`src/rtl/floo_credit_link_tx.sv`:
```
// floo_credit_link_tx: registered credit-based egress stage between a router output port and the link
//   clk_i, rst_ni      clock, asynchronous active-low reset
//   valid_i, data_i    flit offered by the router output port
//   ready_o            flit accepted this cycle (a credit is available)
//   link_valid_o/data  registered flit toward the neighbour's input FIFO
//   credit_i           one slot freed downstream this cycle
//   credit_cnt_o       credits currently available
//   idle_o             every credit is home
//   err_o              sticky credit-overflow flag
module floo_credit_link_tx #(
  parameter type         flit_t     = logic,
  parameter int unsigned NumCredits = 4,
  parameter int unsigned CntWidth   = $clog2(NumCredits + 1),
  parameter bit          OvfAssert  = 1'b1
) (
  input  logic                clk_i,
  input  logic                rst_ni,
  input  logic                valid_i,
  output logic                ready_o,
  input  flit_t               data_i,
  output logic                link_valid_o,
  output flit_t               link_data_o,
  input  logic                credit_i,
  output logic [CntWidth-1:0] credit_cnt_o,
  output logic                idle_o,
  output logic                err_o
);
  localparam logic [CntWidth-1:0] MaxCnt = CntWidth'(NumCredits);

  if (NumCredits < 1) begin : g_bad_credits
    $fatal(1, "floo_credit_link_tx: NumCredits must be at least 1");
  end

  logic                send;
  logic                ovf;
  logic [CntWidth-1:0] cnt_d;

  // ready depends only on the counter register, so no combinational path crosses the link
  assign ready_o = credit_cnt_o != '0;
  assign idle_o  = credit_cnt_o == MaxCnt;
  assign send    = valid_i && ready_o;
  assign ovf     = credit_i && !send && idle_o;

  // a returned credit while all credits are home saturates instead of wrapping
  always_comb begin
    cnt_d = credit_cnt_o;
    if (send && !credit_i) cnt_d = credit_cnt_o - 1'b1;
    else if (credit_i && !send && !idle_o) cnt_d = credit_cnt_o + 1'b1;
  end

  always_ff @(posedge clk_i or negedge rst_ni) begin
    if (!rst_ni) begin
      link_valid_o <= 1'b0;
      link_data_o  <= '0;
      credit_cnt_o <= MaxCnt;
      err_o        <= 1'b0;
    end else begin
      link_valid_o <= send;
      if (send) link_data_o <= data_i;
      credit_cnt_o <= cnt_d;
      if (ovf) err_o <= 1'b1;
    end
  end

  a_credit_ovf: assert property (@(posedge clk_i) disable iff (!rst_ni) !(OvfAssert && ovf))
    else $error("floo_credit_link_tx: credit returned with all credits home");

  a_hold_flit: assert property (@(posedge clk_i) disable iff (!rst_ni)
    valid_i && !ready_o |=> valid_i && $stable(data_i))
    else $error("floo_credit_link_tx: flit withdrawn or changed while stalled");
endmodule

```
`config.mk`:
```
export PLATFORM = sky130hd
export DESIGN_NAME = floo_credit_link_tx
export DESIGN_NICKNAME = d
export VERILOG_FILES = /design/src/rtl/floo_credit_link_tx.sv
export SDC_FILE = /design/constraint.sdc
export NUM_CORES = 1
export LEC_CHECK = 0
export ABC_AREA = 1
export CORE_AREA = 4 4 41 43
export DETAILED_ROUTE_END_ITERATION = 7
export DIE_AREA = 0 0 45 47
export GPL_TIMING_DRIVEN = 0
export MAX_ROUTING_LAYER = met4
export PLACE_DENSITY = 0.51
export SYNTH_ARGS = -nofsm -noshare
export SYNTH_HDL_FRONTEND = slang
export SYNTH_SLANG_ARGS = --single-unit
```
`constraint.sdc`:
```
create_clock -name clk_i -period 3.15 [get_ports clk_i]
set_clock_uncertainty 0.15 [all_clocks]
set_input_delay 0.63 -clock clk_i [delete_from_list [all_inputs] [get_ports clk_i]]
set_output_delay 0.63 -clock clk_i [all_outputs]
set_load 0.02 [all_outputs]
```
; Word-level counts from Yosys, hierarchy flattened
; Index checks and enable logic that the tools add are counted.
; W data, S select, Z words.
[totals]
ff_bits = 6
latch_bits = 0
ram_bits = 0
mem_bits_ro = 0
in_bits = 5
output_inout_bits = 8
elab_cells = 19
mem_count = 0
[classes]
addsub = 2
multipliers = 0
div_mod_pow = 0
magnitude_cmp = 0
n_eq_ne = 1
shifts = 0
muxes = 2
n_bitwise = 0
reduce_logical = 10
[ops]
columns = cell, n
row1 = $mux W3, 2
row2 = $logic_and A1 B1 Y1, 5
row3 = $add A3 B1 Y3 const B, 1
row4 = $eq A3 B3 Y1 const B, 1
row5 = $logic_not A1 Y1, 3
row6 = $reduce_bool A3 Y1, 1
row7 = $sub A3 B1 Y3 const B, 1
row8 = $reduce_bool A2 Y1, 1

; Logic depth before layout (Yosys ltp)
[logic_depth]
ltp_word = 7
ltp_mapped = 9
mapped_depth_nobuf = 9

; Worst setup path before layout
; OpenSTA, ideal clock, no wires.
[synth_timing]
path_kind = reg2reg
from = register credit_cnt_o[2]
to = register credit_cnt_o[1]
setup_time_ns = 0.119
arrival_ns = 1.574
t_required_ns = 2.881
path_slack_ns = 1.307
path_stages_with_launch = 8
cell_sequence = dfstp_2 inv_1 nand2_4 nand3b_2 fa_1 inv_1 nand2_1 o21ai_2
[synth_via]
elab_chain_cells = 6
[synth_rtl]
columns = element, line
row1 = "start, declared", 24  ; output logic [CntWidth-1:0] credit_cnt_o,
row2 = "start signal, assigned", 55  ; credit_cnt_o <= MaxCnt;
row3 = "start signal, assigned", 60  ; credit_cnt_o <= cnt_d;
row4 = $reduce_bool A3 Y1 *, 39  ; assign ready_o = credit_cnt_o != '0;
row5 = net ready_o, 19  ; output logic ready_o,
row6 = $logic_and A1 B1 Y1 *, 41  ; assign send = valid_i && ready_o;
row7 = $logic_not A1 Y1, 48  ; else if (credit_i && !send && !idle_o) cnt_d = credit_cnt_o + 1'b1;
row8 = $logic_and A1 B1 Y1 (2 in a row), 48
row9 = $reduce_bool A2 Y1 (no source line), -
; Mark *: on every way through the listed nets, which the timed path passes. The rest lies on a longest branch.
; A chain may end at the register's enable or synchronous reset.

; Final worst setup path
[layout_timing]
from = register credit_cnt_o[0]
to = output idle_o
[layout_via]
elab_chain_cells = 1
[layout_rtl]
columns = element, line
row1 = $eq A3 B3 Y1, 40  ; assign idle_o = credit_cnt_o == MaxCnt;
row2 = "end, declared", 25  ; output logic idle_o,
; Every way passes these cells.

==> flow_summary.toml <==
[run_status]
status = "complete, no violations"

[worst_setup_path]
crit_arrival_ps = 1640
path_max_fanout = 4
critical_path_required_ps = 2370
crit_chain = "nor2_4 > nand2_1 > inv_1 > clkdlybuf4s50_1"
crit_path_top_delay_cell = "clkdlybuf4s50_1"
rrSetupSlack_ps = 1380
worst-path-buf-inv = 2
r2r-start = "credit_cnt_o[2]$_DFFE_PN1P_"
critPathKind = "flip-flop to output pin"
cp_slowest_stage_delay_ps = 600
crit_family = "buffers and inverters"
crit_path_start_kind = "flip-flop"
end_kind = "output pin"
r2r_cells = 7
reg2reg_to = "credit_cnt_o[1]$_DFFE_PN0P_"

[floorplan]
ios = 13
fp-row-count = 13
die_y_um = 47
die_x_um = 45
placeableCoreArea_um2 = 1301
die-area_um2 = 2115
start_util_pct = 26.44

[power_and_ir_drop]
pwr-share-clk_pct = 14.4
power.total_uw = 558.7
p_seq_share_pct = 26.5
swShare_pct = 44.02
power.density_nw_per_um2 = 1097
ir_worst_vdd_uv = 356.0
p_int_uw = 312.8
power_frac_comb_pct = 59.1
p_switching_uw = 245.9
leakagePower_nw = 0.2509

[place]
gp_congestion = 0.6527
numPortBuffers = 12
place_hpwl_um = 519.7

[route]
drc_errors = 0
first_iter_violations = 7
routed_via_density = 4.090
post_drt_wl_per_cell_um = 10.12
firstDrtPassIters = 4
vias = 274
drtAntennaViolNets = 0
totalWireLength_um = 678

[clock_network]
cts_tree = "built"
cts_root_buf = "clkbuf_4"
postCtsHoldBufs = 0
clock_latency_ps = 250
cts_sinks = 6
cts_resized = 0
cts_buffers = 3
ctsHtreeMaxLevel = 1
clockBufferDepth = 2
clk_pin_slew_ps = 60
cts_setup_buffers = 0

[yosys]
yosysWarningCount = 0
syn_inst = 36
synth-seq-cells = 6
synth.cell_area_um2 = 344.1
syn_avg_cell_area_um2 = 9.558
ys_seq_area_share_pct = 44.00
synth.net_count = 42
synth.distinct_cells = 14

[sta]
slew-limit-headroom_pct = 80.51
rsz0062_at_grt = "no"
setup_viol = 0
fin_crit_ps = 2421
fmax_mhz = 413.0
timing.hold.ws_ps = 322.5
finalHoldViolCount = 0
tns_ps = 0
drv_slew = 0
worst_slew_pin_slew_ps = 291.4
min_period_over_period_pct = 76.87

[finish]
mostFrequentLayoutCells = "clkdlybuf4s50_1, nand2_1, inv_1"
fin_nets = 59
fillCellCount = 140
final_common_cell = "clkdlybuf4s50_1"
insertedDiodeCount = 0
area_growth_pct = 48.00
layout-drive-gt1-share_pct = 26.92
final_util_pct = 39.13

[grt]
grt_max_degree = 7
grt_pass1_vias = 285
antenna_found_initial = 0
grt_usage_pct = 8.279
overflow = 0
grt_first_pass_wirelength_mm = 1.207

[flow_run]
drv_cap = 0

[min_path]
hp-start = "err_o$_DFFE_PN0P_"
hold_path_depth = 1
min_path_type = "flip-flop to flip-flop"
min_to = "err_o$_DFFE_PN0P_"
-- synthesized netlist by cell type --
cell | instances | area (um2)
nand2_4 | 2 | 22.52
nand2_1 | 10 | 37.54
nor2_4 | 1 | 11.26
fa_1 | 1 | 20.02
nand2_2 | 3 | 18.77
nand3_1 | 2 | 10.01
dfstp_2 | 1 | 26.28
nand3b_2 | 1 | 11.26
inv_2 | 1 | 3.750
o21ai_2 | 1 | 8.760
a31o_1 | 1 | 8.760
dfrtp_1 | 5 | 125.1
nand3_4 | 1 | 17.52
inv_1 | 6 | 22.52
-- logic make-up after synthesis --
| group | count (synthesis) | share of synthesized area, % |
|---|---|---|
| AOI/OAI and AO/OA | 2 | 5.092 |
| buffers and inverters | 7 | 7.635 |
| and+or+nand+nor | 20 | 37.46 |
| adders and majority gates | 1 | 5.818 |
| DFF | 6 | 44.00 |
-- sequential cells by signal, indices dropped and copies added (netlist names) --
register,flops
link_data_o,1
credit_cnt_o,3
link_valid_o,1
err_o,1
-- power groups by stage --
| stage | logic, mW | clock network [mW] | registers (mW) |
|---|---|---|---|
| 2_1_floorplan | 0.170 | 0 | 0.191 |
| 3_3_place_gp | 0.332 | 0 | 0.150 |
| 3_5_place_dp | 0.334 | 0 | 0.150 |
| 4_1_cts | 0.337 | 0.0843 | 0.149 |
| 5_1_grt | 0.369 | 0.0901 | 0.155 |
| 6_report | 0.330 | 0.0806 | 0.148 |
-- layer usage --
metal	vias up	routed length, um	track usage [%]	share of wire, %
li1	143	-	-	-
met1	122	340	11.52	50
met2	9	294	11.02	43
met3	0	43	2.299	6.3
met4	0	0	3.509	0
met5	-	0	-	0
-- final cells by class --
cell class | count | area (um2) | share of cell area [%]
timing repair buffer | 12 | 120.1 | 23.59
tap | 15 | 18.77 | 3.686
inverter | 7 | 26.28 | 5.160
multi-input combinational | 23 | 166.4 | 32.68
sequential | 6 | 151.4 | 29.73
clock buffer | 4 | 26.28 | 5.160
-- stage by stage --
step	setup WS, ps	instances	instance area [um2]
2_1_floorplan	1307	36	344.1
3_3_place_gp	818.6	63	483.0
3_5_place_dp	796.9	63	483.0
4_1_cts	710.9	67	509.2
5_1_grt	634.0	67	509.2
6_report	728.6	67	509.2
-- worst max path at each step --
stage	from	end	depth (start not counted)
2_1_floorplan	credit_cnt_o[2]$_DFFE_PN1P_	credit_cnt_o[1]$_DFFE_PN0P_	7
3_3_place_gp	credit_i	credit_cnt_o[1]$_DFFE_PN0P_	6
3_5_place_dp	credit_i	credit_cnt_o[1]$_DFFE_PN0P_	6
4_1_cts	credit_cnt_o[0]$_DFFE_PN0P_	idle_o	4
5_1_grt	credit_cnt_o[0]$_DFFE_PN0P_	idle_o	4
6_report	credit_cnt_o[0]$_DFFE_PN0P_	idle_o	4
(Power assumes the default switching activity.)
